==> src/rtl/simple_cpu_pkg.sv <==
// Shared Simple_CPU definitions: MIPS R-type funct codes, alu_32bit
// operation codes and the issue controller state encoding.
package simple_cpu_pkg;

    localparam logic [5:0] FUNCT_ADD = 6'h20;
    localparam logic [5:0] FUNCT_SUB = 6'h22;
    localparam logic [5:0] FUNCT_AND = 6'h24;
    localparam logic [5:0] FUNCT_OR  = 6'h25;
    localparam logic [5:0] FUNCT_NOR = 6'h27;
    localparam logic [5:0] FUNCT_SLT = 6'h2A;

    localparam logic [3:0] ALU_AND = 4'd0;
    localparam logic [3:0] ALU_OR  = 4'd1;
    localparam logic [3:0] ALU_ADD = 4'd2;
    localparam logic [3:0] ALU_SUB = 4'd6;
    localparam logic [3:0] ALU_SLT = 4'd7;
    localparam logic [3:0] ALU_NOR = 4'd12;

    typedef enum logic [1:0] {
        IDLE  = 2'd0,
        ISSUE = 2'd1,
        RESP  = 2'd2
    } issue_state_t;

endpackage

==> src/rtl/alu_issue_ctrl_if.sv <==
// Command and response handshake bundle between the CPU control path
// (master) and the ALU issue controller (slave).
interface alu_issue_ctrl_if #(
    parameter int WIDTH = 32,
    parameter int TAG_W = 5
) ();
    logic             cmd_valid;
    logic             cmd_ready;
    logic [5:0]       cmd_funct;
    logic [WIDTH-1:0] cmd_a;
    logic [WIDTH-1:0] cmd_b;
    logic [TAG_W-1:0] cmd_tag;
    logic             rsp_valid;
    logic             rsp_ready;
    logic [WIDTH-1:0] rsp_result;
    logic             rsp_zero;
    logic [1:0]       rsp_err;
    logic [TAG_W-1:0] rsp_tag;

    modport master (
        output cmd_valid, cmd_funct, cmd_a, cmd_b, cmd_tag, rsp_ready,
        input  cmd_ready, rsp_valid, rsp_result, rsp_zero, rsp_err, rsp_tag
    );

    modport slave (
        input  cmd_valid, cmd_funct, cmd_a, cmd_b, cmd_tag, rsp_ready,
        output cmd_ready, rsp_valid, rsp_result, rsp_zero, rsp_err, rsp_tag
    );
endinterface

==> src/rtl/alu_funct_decode.sv <==
// Combinational MIPS funct -> alu_32bit operation decoder, shared with the
// main control unit. Unknown funct codes report legal=0 and op=AND.
module alu_funct_decode
    import simple_cpu_pkg::*;
(
    input  logic [5:0] funct,
    output logic [3:0] op,
    output logic       legal
);

    // Map each supported R-type funct onto its ALU operation code.
    always_comb begin
        op    = ALU_AND;
        legal = 1'b1;
        case (funct)
            FUNCT_ADD: op = ALU_ADD;
            FUNCT_SUB: op = ALU_SUB;
            FUNCT_AND: op = ALU_AND;
            FUNCT_OR:  op = ALU_OR;
            FUNCT_NOR: op = ALU_NOR;
            FUNCT_SLT: op = ALU_SLT;
            default: begin
                op    = ALU_AND;
                legal = 1'b0;
            end
        endcase
    end

endmodule

==> src/rtl/alu_issue_ctrl.sv <==
// ALU issue/response controller. Accepts one R-type command at a time,
// drives alu_32bit from registers for one cycle, captures its result and
// zero flag, checks the flag for consistency and returns the response.
module alu_issue_ctrl
    import simple_cpu_pkg::*;
#(
    parameter int WIDTH = 32,
    parameter int TAG_W = 5
) (
    input  logic             clk,
    input  logic             rst_n,
    alu_issue_ctrl_if.slave  bus,
    output logic [WIDTH-1:0] alu_in1,
    output logic [WIDTH-1:0] alu_in2,
    output logic [3:0]       alu_operation,
    input  logic [WIDTH-1:0] alu_result,
    input  logic             alu_zero
);

    issue_state_t     state_r;
    logic             cmd_ready_r;
    logic             rsp_valid_r;
    logic [WIDTH-1:0] alu_in1_r;
    logic [WIDTH-1:0] alu_in2_r;
    logic [3:0]       alu_op_r;
    logic [WIDTH-1:0] rsp_result_r;
    logic             rsp_zero_r;
    logic [1:0]       rsp_err_r;
    logic [TAG_W-1:0] rsp_tag_r;

    logic [3:0]       dec_op_s;
    logic             dec_legal_s;

    alu_funct_decode u_decode (
        .funct (bus.cmd_funct),
        .op    (dec_op_s),
        .legal (dec_legal_s)
    );

    // Command/response sequencing; every output is a register of this FSM.
    always_ff @(posedge clk or negedge rst_n) begin
        if (!rst_n) begin
            state_r      <= IDLE;
            cmd_ready_r  <= 1'b1;
            rsp_valid_r  <= 1'b0;
            alu_in1_r    <= {WIDTH{1'b0}};
            alu_in2_r    <= {WIDTH{1'b0}};
            alu_op_r     <= 4'd0;
            rsp_result_r <= {WIDTH{1'b0}};
            rsp_zero_r   <= 1'b0;
            rsp_err_r    <= 2'b00;
            rsp_tag_r    <= {TAG_W{1'b0}};
        end else begin
            case (state_r)
                IDLE: begin
                    if (bus.cmd_valid) begin
                        alu_in1_r   <= bus.cmd_a;
                        alu_in2_r   <= bus.cmd_b;
                        rsp_tag_r   <= bus.cmd_tag;
                        cmd_ready_r <= 1'b0;
                        if (dec_legal_s) begin
                            alu_op_r <= dec_op_s;
                            state_r  <= ISSUE;
                        end else begin
                            // Illegal funct never reaches the ALU: the
                            // operation code keeps its previous value.
                            rsp_result_r <= {WIDTH{1'b0}};
                            rsp_zero_r   <= 1'b0;
                            rsp_err_r    <= 2'b01;
                            rsp_valid_r  <= 1'b1;
                            state_r      <= RESP;
                        end
                    end else begin
                        state_r <= IDLE;
                    end
                end
                ISSUE: begin
                    rsp_result_r <= alu_result;
                    rsp_zero_r   <= alu_zero;
                    rsp_err_r    <= {(alu_zero != (alu_result == {WIDTH{1'b0}})), 1'b0};
                    rsp_valid_r  <= 1'b1;
                    state_r      <= RESP;
                end
                RESP: begin
                    if (bus.rsp_ready) begin
                        rsp_valid_r <= 1'b0;
                        cmd_ready_r <= 1'b1;
                        state_r     <= IDLE;
                    end else begin
                        state_r <= RESP;
                    end
                end
                default: begin
                    state_r     <= IDLE;
                    cmd_ready_r <= 1'b1;
                    rsp_valid_r <= 1'b0;
                end
            endcase
        end
    end

    assign bus.cmd_ready  = cmd_ready_r;
    assign bus.rsp_valid  = rsp_valid_r;
    assign bus.rsp_result = rsp_result_r;
    assign bus.rsp_zero   = rsp_zero_r;
    assign bus.rsp_err    = rsp_err_r;
    assign bus.rsp_tag    = rsp_tag_r;
    assign alu_in1        = alu_in1_r;
    assign alu_in2        = alu_in2_r;
    assign alu_operation  = alu_op_r;

endmodule
==> src/flat_wrapper.sv <==
// flat-port wrapper written by rule: the top's interface ports become plain ports
module alu_issue_ctrl_flat import simple_cpu_pkg::*;
#(
    parameter int WIDTH = 32,
    parameter int TAG_W = 5
)
  (clk, rst_n, alu_in1, alu_in2, alu_operation, alu_result, alu_zero, bus_cmd_valid, bus_cmd_funct, bus_cmd_a, bus_cmd_b, bus_cmd_tag, bus_rsp_ready, bus_cmd_ready, bus_rsp_valid, bus_rsp_result, bus_rsp_zero, bus_rsp_err, bus_rsp_tag);
  alu_issue_ctrl_if #(.WIDTH(WIDTH), .TAG_W(TAG_W)) bus_i ();
  input  logic clk;
  input  logic rst_n;
  output logic [WIDTH-1:0] alu_in1;
  output logic [WIDTH-1:0] alu_in2;
  output logic [3:0] alu_operation;
  input  logic [WIDTH-1:0] alu_result;
  input  logic alu_zero;
  input wire logic [$bits(bus_i.cmd_valid)-1:0] bus_cmd_valid;
  input wire logic [$bits(bus_i.cmd_funct)-1:0] bus_cmd_funct;
  input wire logic [$bits(bus_i.cmd_a)-1:0] bus_cmd_a;
  input wire logic [$bits(bus_i.cmd_b)-1:0] bus_cmd_b;
  input wire logic [$bits(bus_i.cmd_tag)-1:0] bus_cmd_tag;
  input wire logic [$bits(bus_i.rsp_ready)-1:0] bus_rsp_ready;
  output wire logic [$bits(bus_i.cmd_ready)-1:0] bus_cmd_ready;
  output wire logic [$bits(bus_i.rsp_valid)-1:0] bus_rsp_valid;
  output wire logic [$bits(bus_i.rsp_result)-1:0] bus_rsp_result;
  output wire logic [$bits(bus_i.rsp_zero)-1:0] bus_rsp_zero;
  output wire logic [$bits(bus_i.rsp_err)-1:0] bus_rsp_err;
  output wire logic [$bits(bus_i.rsp_tag)-1:0] bus_rsp_tag;
  assign bus_i.cmd_valid = bus_cmd_valid;
  assign bus_i.cmd_funct = bus_cmd_funct;
  assign bus_i.cmd_a = bus_cmd_a;
  assign bus_i.cmd_b = bus_cmd_b;
  assign bus_i.cmd_tag = bus_cmd_tag;
  assign bus_i.rsp_ready = bus_rsp_ready;
  assign bus_cmd_ready = bus_i.cmd_ready;
  assign bus_rsp_valid = bus_i.rsp_valid;
  assign bus_rsp_result = bus_i.rsp_result;
  assign bus_rsp_zero = bus_i.rsp_zero;
  assign bus_rsp_err = bus_i.rsp_err;
  assign bus_rsp_tag = bus_i.rsp_tag;
  alu_issue_ctrl #(.WIDTH(WIDTH), .TAG_W(TAG_W)) u_core (.clk(clk), .rst_n(rst_n), .bus(bus_i), .alu_in1(alu_in1), .alu_in2(alu_in2), .alu_operation(alu_operation), .alu_result(alu_result), .alu_zero(alu_zero));
endmodule
==> config.mk <==
export PLATFORM = sky130hd
export DESIGN_NAME = alu_issue_ctrl_flat
export DESIGN_NICKNAME = d
export VERILOG_FILES = /design/src/rtl/simple_cpu_pkg.sv /design/src/rtl/alu_issue_ctrl_if.sv /design/src/rtl/alu_funct_decode.sv /design/src/rtl/alu_issue_ctrl.sv /design/src/flat_wrapper.sv
export SDC_FILE = /design/constraint.sdc
export NUM_CORES = 1
export LEC_CHECK = 0
export CORE_ASPECT_RATIO = 2
export CORE_MARGIN = 4
export CORE_UTILIZATION = 40
export CTS_CLUSTER_SIZE = 30
export DETAILED_ROUTE_END_ITERATION = 7
export GPL_ROUTABILITY_DRIVEN = 0
export PLACE_DENSITY_LB_ADDON = 0.3
export SLEW_MARGIN = 20
export SYNTH_ARGS = -nofsm -noshare
export SYNTH_HDL_FRONTEND = slang
export SYNTH_SLANG_ARGS = --single-unit
==> constraint.sdc <==
create_clock -name clk -period 2.17 [get_ports clk]
set_input_delay 0.434 -clock clk [delete_from_list [all_inputs] [get_ports clk]]
set_output_delay 0.434 -clock clk [all_outputs]
set_load 0.03 [all_outputs]
==> results.cfg, run 1 <==
[drt]
drt-vias-per-instance = 4.97
wire_per_inst_um = 18.3
drt-total-wl_mm = 12.0
ant_nets = 0
drt_iter0_drc = 77
firstDrtPassIters = 4
drcViolationCount = 0
vias = 3257

[synthesis]
syn_inst = 281
yosysSeqAreaShare_pct = 64.6
synth.area.top_cells = dfrtp_1 64%, mux2_2 18%, a22o_1 5.7%, a22o_2 1.2%, buf_2 1.2%
async_reset_ff_share_pct = 100
synth_area_per_cell_um2 = 15.4
syn_nets = 393
synthesis.area_um2 = 4340
synth.distinct_cells = 34
yosysWarningCount = 0
synth_top_cell_by_area = dfrtp_1
synth.top_cell.area_share_pct = 64.0
synth_edf_count = 0
ys_seq_elements = 112
ys.flop_type = dfrtp_1

[clock_tree]
cts_buffers = 9
ctsHoldBuffers = 0
worstSkewPairLatency_ns = 0.34
cts_sinks = 112
h-tree-depth = 3
cts_tree = done
cts.clk_slew.worst_paths_ns = 0.07
post_cts_resized = 0
clock_path_buffers = 2
cts_setup_buffers = 0
clockRootBuffer = clkbuf_16

[global_route]
antenna_found_initial = 0
grt_pass1_wl_mm = 18.4
grt_max_degree = 113
grt_pass1_vias = 3649
overflow = 0
grt_usage_pct = 19.4

[timing]
setup_tns_ns = 0
setup_viol = 0
period_minus_slack_ns = 2.00
worst_slew_pin_slew_ns = 0.603
finalHoldViolCount = 0
fin_worst_skew_ns = 0.00745
slew_viol_final = 0
fmax_ghz = 0.500
slew_headroom_pct = 59.8
rsz0062_at_grt = no
post-route-period-util_pct = 92.2

[layout]
syn_to_final_growth_pct = 62.9
n_antenna_cell = 0
fin_nets = 625
fin_area_um2 = 7070
drive_above_1_share_pct = 21.8

[die]
floorplan.initialDensity_pct = 41.2
io_pins = 222
dieHeight_um = 155
die_w_um = 81.6
core_um2 = 10500
placementRows = 53
dieArea_um2 = 12700

[critical_path]
critPathTopFamily = buffers and inverters
cp-end-kind = primary output
r2r-start = u_core.state_r[1]
required_ns = 1.74
slowest_delay_ns = 0.69
crit_fanout = 3
cp_data_arrival_time_ns = 1.57
r2r_slack_ns = 0.51
crit_path_cell_trace = clkdlybuf4s50_1
critPathKind = reg -> out
cp_slowest_cell = clkdlybuf4s50_1
reg2regPathDepth = 4
cp_num_buf_inv = 1
critPathLaunchType = register
reg2reg_to = u_core.alu_in1[14]

[pwr]
leakagePower_nw = 2.96
peakVddDrop_uv = 486
cellPowerDensity_nw_per_um2 = 977

[hold_path]
hold_path_class = in -> async

[placement]
port_buffers = 221
dp_hpwl_mm = 9.42
place_area_um2 = 6800

[run]
max-cap-violations = 0

[outcome]
status = finished, final reports clean
## per-layer routing
layer | global-route usage, % | part of all wire (%) | vias to the layer above
met1 | 18.7 | 32 | 1589
met4 | 9.83 | 4.6 | 0
met5 | 0 | 0 | -
met3 | 4.92 | 6.7 | 33
met2 | 36.2 | 56 | 140
li1 | - | - | 1495
## worst max-delay path by stage
| stage | to | cells after the start | from | slack [ns] |
|---|---|---|---|---|
| floorplan | u_core.alu_operation[1] | 4 | bus_cmd_funct[4] | 0.62 |
| global placement | u_core.bus.rsp_result[14] | 6 | bus_cmd_funct[3] | 0.05 |
| detailed placement | u_core.bus.rsp_err[1] | 5 | alu_result[17] | 0.005 |
| CTS | bus_cmd_ready | 1 | u_core.bus.cmd_ready | 0.14 |
| global route | bus_cmd_ready | 1 | u_core.bus.cmd_ready | 0.11 |
| finish | bus_cmd_ready | 1 | u_core.bus.cmd_ready | 0.17 |
## registers in the layout (all words and copies together), names as in the netlist
name and cells:
u_core.alu_in1 32, u_core.alu_in2 32, u_core.bus.rsp_result 32, u_core.bus.rsp_tag 5, u_core.alu_operation 4, u_core.bus.rsp_err 2
u_core.state_r 2, u_core.bus.cmd_ready 1, u_core.bus.rsp_valid 1, u_core.bus.rsp_zero 1
## report_power, final
group / switching [mW] / internal [mW]
sequential: 0.211 / 2.51
combinational: 1.39 / 1.27
clock: 0.707 / 0.814
## synthesized netlist by cell type, types with 4 or more instances
cell	count
nor2_1	4
nor4_1	8
o21ai_0	4
buf_2	10
mux2_2	69
a22o_1	28
a22o_2	5
dfrtp_1	111
nand2_1	6
## kinds of logic after synthesis
| logic type | share of synthesized area, % |
|---|---|
| flip-flops | 64.6 |
| multiplexers | 19.0 |
| AO/OA/AOI/OAI | 8.91 |
| AND/OR/NAND/NOR | 5.22 |
| buffers and inverters | 2.28 |
## per-stage QoR
step | power (mW) | hold WS [ns] | utilization (%) | std cells | setup WS [ns]
after floorplan | 4.14 | 0.138 | - | 281 | 0.619
after global placement | 5.40 | 0.470 | 64.4 | 639 | 0.0465
after detailed placement | 5.46 | 0.480 | 64.4 | 639 | 0.00515
after CTS | 7.00 | 0.187 | 67.1 | 655 | 0.143
after global routing | 7.23 | 0.209 | 67.1 | 655 | 0.111
final | 6.91 | 0.124 | 67.1 | 655 | 0.169
## worst register-to-register path: cells and delay by family (launching register included)
kind	cells	cell delay (ns)
mux	1	0.38
flops	1	0.42
simple gates	2	0.51
buf+inv	1	0.24
## layout make-up
class                   count  area [um^2]
clock buffers              12          246
fillers                   791         3470
inverters                   3         11.3
flip-flops and latches    112         2800
repair buffers            235         2360
well taps                 137          171
clock inverters             4         28.8
multi-input cells         152         1440
## placed cells by master (no fill, tap or decap)
| cell | n |
|---|---|
| clkbuf_16 | 9 |
| nand2_1 | 6 |
| nor3b_2 | 1 |
| inv_6 | 1 |
| nor2_4 | 2 |
| and3_1 | 1 |
| a21oi_1 | 1 |
| nand3b_1 | 1 |
| clkdlybuf4s50_1 | 220 |
| buf_4 | 11 |
| clkinvlp_4 | 2 |
| nand4_1 | 3 |
| clkbuf_8 | 1 |
| mux2i_1 | 1 |
| o32ai_1 | 1 |
| dfrtp_1 | 111 |
| mux2_2 | 69 |
| nor3_4 | 1 |
| o21ai_0 | 4 |
| a22o_1 | 28 |
| clkbuf_1 | 2 |
| buf_12 | 4 |
| inv_1 | 3 |
| dfstp_2 | 1 |
| clkinv_2 | 1 |
| and2b_1 | 1 |
| nor2_1 | 4 |
| and3b_4 | 1 |
| mux2_1 | 2 |
| nand2b_1 | 3 |
| nor3_1 | 3 |
| nor2b_2 | 1 |
| a211o_1 | 1 |
| a22o_2 | 5 |
| o211a_1 | 1 |
| nor4_1 | 8 |
| a22oi_2 | 1 |
| a221oi_4 | 1 |
| mux2i_2 | 1 |
Power figures use the tool's default switching activity.
==> run 2, diff against run 1 <==
CORE_MARGIN = 3   (was 4)
==> results.cfg, run 2 (synthesized netlist as in run 1, its figures left out) <==
[outcome]
status = finished, final reports clean

[placement]
dp_hpwl_mm = 9.46
port_buffers = 221
place_area_um2 = 6830

[pwr]
cellPowerDensity_nw_per_um2 = 1000
power_frac_comb_pct = 37.3
sequentialPowerShare_pct = 38.1
p_sw_mw = 2.32
switching_share_pct = 32.5
leakagePower_nw = 3.00
peakVddDrop_uv = 705
internal_power_mw = 4.83
p_clk_share_pct = 24.7

[clock_tree]
post_cts_resized = 0
cts_tree = done
worstSkewPairLatency_ns = 0.34
cts.clk_slew.worst_paths_ns = 0.07
clock_path_buffers = 2
cts_buffers = 9
h-tree-depth = 3
cts_setup_buffers = 0
ctsHoldBuffers = 0
cts_sinks = 112
clockRootBuffer = clkbuf_16

[timing]
timing.hold.ws_ns = 0.0920
setup_viol = 0
post-route-period-util_pct = 91.5
slew_headroom_pct = 61.6
worst_slew_pin_slew_ns = 0.576
finalHoldViolCount = 0
slew_viol_final = 0
period_minus_slack_ns = 1.99
fin_worst_skew_ns = 0.00991
fmax_ghz = 0.504
rsz0062_at_grt = no

[die]
dieArea_um2 = 12200
placementRows = 53
dieHeight_um = 153
floorplan.initialDensity_pct = 41.2
core_um2 = 10500
die_w_um = 79.6
io_pins = 222

[global_route]
overflow = 0
grt_max_degree = 44
grt_usage_pct = 20.3
antenna_found_initial = 0
grt_pass1_wl_mm = 18.9
grt_pass1_vias = 3646

[critical_path]
reg2reg_to = u_core.bus.rsp_result[24]
crit_fanout = 3
required_ns = 1.74
slowest_delay_ns = 0.68
critPathKind = reg -> out
critPathLaunchType = register
cp-end-kind = primary output
crit_path_cell_trace = clkdlybuf4s50_1
reg2regPathDepth = 6
r2r_slack_ns = 0.54
cp.depth = 1
cp_slowest_cell = clkdlybuf4s50_1
cp_data_arrival_time_ns = 1.55
critPathTopFamily = buffers and inverters
r2r-start = u_core.state_r[1]
cp_num_buf_inv = 1

[layout]
fin_nets = 629
n_antenna_cell = 0
final_common_cell = clkdlybuf4s50_1
drive_above_1_share_pct = 22.5
fin_area_um2 = 7150
syn_to_final_growth_pct = 64.7
layout_common_cells = 220 x clkdlybuf4s50_1, 111 x dfrtp_1, 69 x mux2_2

[hold_path]
hold_path_class = in -> async

[run]
max-cap-violations = 0

[drt]
drt_iter0_drc = 87
ant_nets = 0
firstDrtPassIters = 4
vias = 3303
drt-total-wl_mm = 12.1
drt-vias-per-instance = 5.02
drcViolationCount = 0
wire_per_inst_um = 18.4
==> run 2: power by group through the flow <==
stage / Combinational [mW] / Clock, mW / Sequential, mW
3_5_place_dp: 2.69 / 0 / 2.77
3_3_place_gp: 2.66 / 0 / 2.75
2_1_floorplan: 0.545 / 0 / 3.60
6_report: 2.66 / 1.76 / 2.72
4_1_cts: 2.70 / 1.81 / 2.73
5_1_grt: 2.79 / 1.88 / 2.78
==> run 2: layout make-up <==
| class | count | area [um^2] |
|---|---|---|
| fill | 772 | 3400 |
| sequential | 112 | 2800 |
| timing repair buffer | 239 | 2390 |
| multi-input combinational | 152 | 1440 |
| clock buffer | 11 | 243 |
| tap | 137 | 171 |
| clock inverter | 4 | 77.6 |
| inverter | 3 | 11.3 |
==> run 2: through the flow <==
step | cells | worst slack [ns] | util [%] | TNS, ns | power [mW]
4_1_cts | 658 | 0.165 | 67.8 | 0 | 7.23
2_1_floorplan | 281 | 0.619 | - | 0 | 4.14
3_5_place_dp | 643 | -0.0269 | 64.7 | -0.0269 | 5.46
6_report | 658 | 0.184 | 67.8 | 0 | 7.15
3_3_place_gp | 643 | 0.0653 | 64.7 | 0 | 5.40
5_1_grt | 658 | 0.145 | 67.8 | 0 | 7.45
==> run 2: worst max path at each step <==
| stage | startpoint | slack [ns] | end |
|---|---|---|---|
| after floorplan | bus_cmd_funct[4] | 0.62 | u_core.alu_operation[1] |
| after global placement | bus_cmd_funct[3] | 0.07 | u_core.bus.rsp_result[17] |
| after detailed placement | alu_result[18] | -0.03 | u_core.bus.rsp_err[1] |
| after CTS | u_core.bus.cmd_ready | 0.17 | bus_cmd_ready |
| after global routing | u_core.bus.cmd_ready | 0.15 | bus_cmd_ready |
| final | u_core.bus.cmd_ready | 0.18 | bus_cmd_ready |
==> run 2: metal layers <==
metal / up-vias / wire length (um) / GRT usage (%)
met5: - / 0 / 0
met4: 0 / 637 / 12.5
met3: 37 / 663 / 3.77
met2: 152 / 6740 / 36.5
met1: 1611 / 4090 / 20.9
li1: 1503 / - / -
==> run 3, diff against run 2 <==
clock period = 1.95 ns   (was 2.17 ns; I/O delays follow)
==> results.cfg, run 3 (synthesized netlist as in run 1, its figures left out) <==
[global_route]
grt_usage_pct = 20.4
overflow = 0
antenna_found_initial = 0
grt_max_degree = 39
grt_pass1_vias = 3640
grt_pass1_wl_mm = 18.9

[pwr]
p_clk_share_pct = 23.7
p_sw_mw = 2.66
internal_power_mw = 5.24
leakagePower_nw = 3.04
switching_share_pct = 33.7
peakVddDrop_uv = 615
total_power_mw = 7.91
power_frac_comb_pct = 37.8
cellPowerDensity_nw_per_um2 = 1100
sequentialPowerShare_pct = 38.5

[die]
io_pins = 222
core_um2 = 10500
dieArea_um2 = 12200
die_w_um = 79.6
placementRows = 53
floorplan.initialDensity_pct = 41.2
dieHeight_um = 153

[layout]
layout_common_cells = 219 x clkdlybuf4s50_1, 111 x dfrtp_1, 69 x mux2_2
syn_to_final_growth_pct = 66.1
fin_nets = 639
final_common_cell = clkdlybuf4s50_1
n_antenna_cell = 0
drive_above_1_share_pct = 23.9

[timing]
worst_slack_ns = 0.116
slew_viol_final = 0
rsz0062_at_grt = no
worst_slew_pin_slew_ns = 0.443
setup_viol = 0
fin_worst_skew_ns = 0.0126
fmax_ghz = 0.545
slew_headroom_pct = 70.2
post-route-period-util_pct = 94.1
period_minus_slack_ns = 1.83
finalHoldViolCount = 0

[clock_tree]
cts.clk_slew.worst_paths_ns = 0.08
clock_path_buffers = 2
cts_tree = done
cts_buffers = 9
cts_sinks = 112
clockRootBuffer = clkbuf_16
h-tree-depth = 3
cts_setup_buffers = 0
worstSkewPairLatency_ns = 0.35

[hold_path]
hold_path_class = reg -> reg
holdPathStages = 2
hold_end = u_core.bus.rsp_valid
worstHoldStart = u_core.bus.rsp_valid

[drt]
drcViolationCount = 0
wire_per_inst_um = 18.4
drt-total-wl_mm = 12.3
firstDrtPassIters = 4
drt_iter0_drc = 81
vias = 3317
ant_nets = 0
drt-vias-per-instance = 4.96

[placement]
preCtsSetupSlack_ns = -0.153
dp_hpwl_mm = 9.61
port_buffers = 221

[critical_path]
cp-end-kind = primary output
critPathLaunchType = register
cp_data_arrival_time_ns = 1.44
crit_path_cell_trace = clkdlybuf4s50_1
required_ns = 1.56
cp_num_buf_inv = 1
slowest_delay_ns = 0.73
cp_slowest_cell = clkdlybuf4s50_1
reg2regPathDepth = 6
critPathKind = reg -> out
crit_fanout = 2
r2r_slack_ns = 0.32
reg2reg_to = u_core.bus.rsp_result[16]
r2r-start = u_core.state_r[1]
critPathTopFamily = buffers and inverters

[run]
max-cap-violations = 0

[outcome]
status = finished, final reports clean
[run 3: cell types whose count changed in the layout (fill, tap and decap cells not counted)]
cell and change:
dlygate4sd2_1 +1, inv_8 +1, clkdlybuf4s50_1 -1, buf_4 +9
clkinvlp_4 +1, bufinv_16 -1, clkbuf_8 -1, inv_6 +1
dlygate4sd3_1 +1
[run 3: area by class of cell]
type                    instances  area, um^2
well taps                     137         171
flip-flops and latches        112        2800
clock buffers                  10         229
multi-input cells             152        1440
fillers                       776        3340
clock inverters                 6        75.1
repair buffers                249        2470
inverters                       3        11.3
[run 3: worst max path at each step]
| stage | start | endpoint | slack (ns) | cells after the start |
|---|---|---|---|---|
| 2_1_floorplan | bus_cmd_funct[4] | u_core.alu_operation[1] | 0.44 | 4 |
| 3_3_place_gp | bus_cmd_funct[4] | u_core.bus.rsp_result[17] | -0.10 | 6 |
| 3_5_place_dp | alu_result[16] | u_core.bus.rsp_err[1] | -0.15 | 5 |
| 4_1_cts | u_core.alu_in1[1] | alu_in1[1] | 0.11 | 1 |
| 5_1_grt | u_core.bus.rsp_result[31] | bus_rsp_result[31] | 0.09 | 1 |
| 6_report | u_core.bus.rsp_result[31] | bus_rsp_result[31] | 0.12 | 1 |
[run 3: per-layer routing]
layer	GRT usage, %	share of wire (%)	up-vias
li1	-	-	1531
met1	20.7	34	1631
met4	8.85	3.6	0
met3	4.48	4.9	24
met5	0	0	-
met2	38.4	57	131
[run 3: power groups by stage]
stage,Clock [mW],Combinational [mW],Sequential [mW]
after floorplan,0,0.607,4.00
after global placement,0,2.97,3.06
after detailed placement,0,3.02,3.09
after CTS,1.92,3.02,3.05
after global routing,2.01,3.13,3.10
final,1.88,2.99,3.04
[run 3: repair_timing]
item	CTS	global route
endpoints found under the hold margin	21	0
resized for setup	1	0
endpoints found under the setup margin	1	0
hold buffers	1	0
[run 3: through the flow]
step	setup TNS (ns)	cells	utilization [%]	hold slack, ns	area (um^2)
5_1_grt	0	669	68.3	0.515	7210
3_3_place_gp	-2.93	652	65.4	0.317	6890
4_1_cts	0	669	68.3	0.490	7210
3_5_place_dp	-3.93	652	65.4	0.329	6890
2_1_floorplan	0	281	-	0.0944	4340
6_report	0	669	68.3	0.482	7210
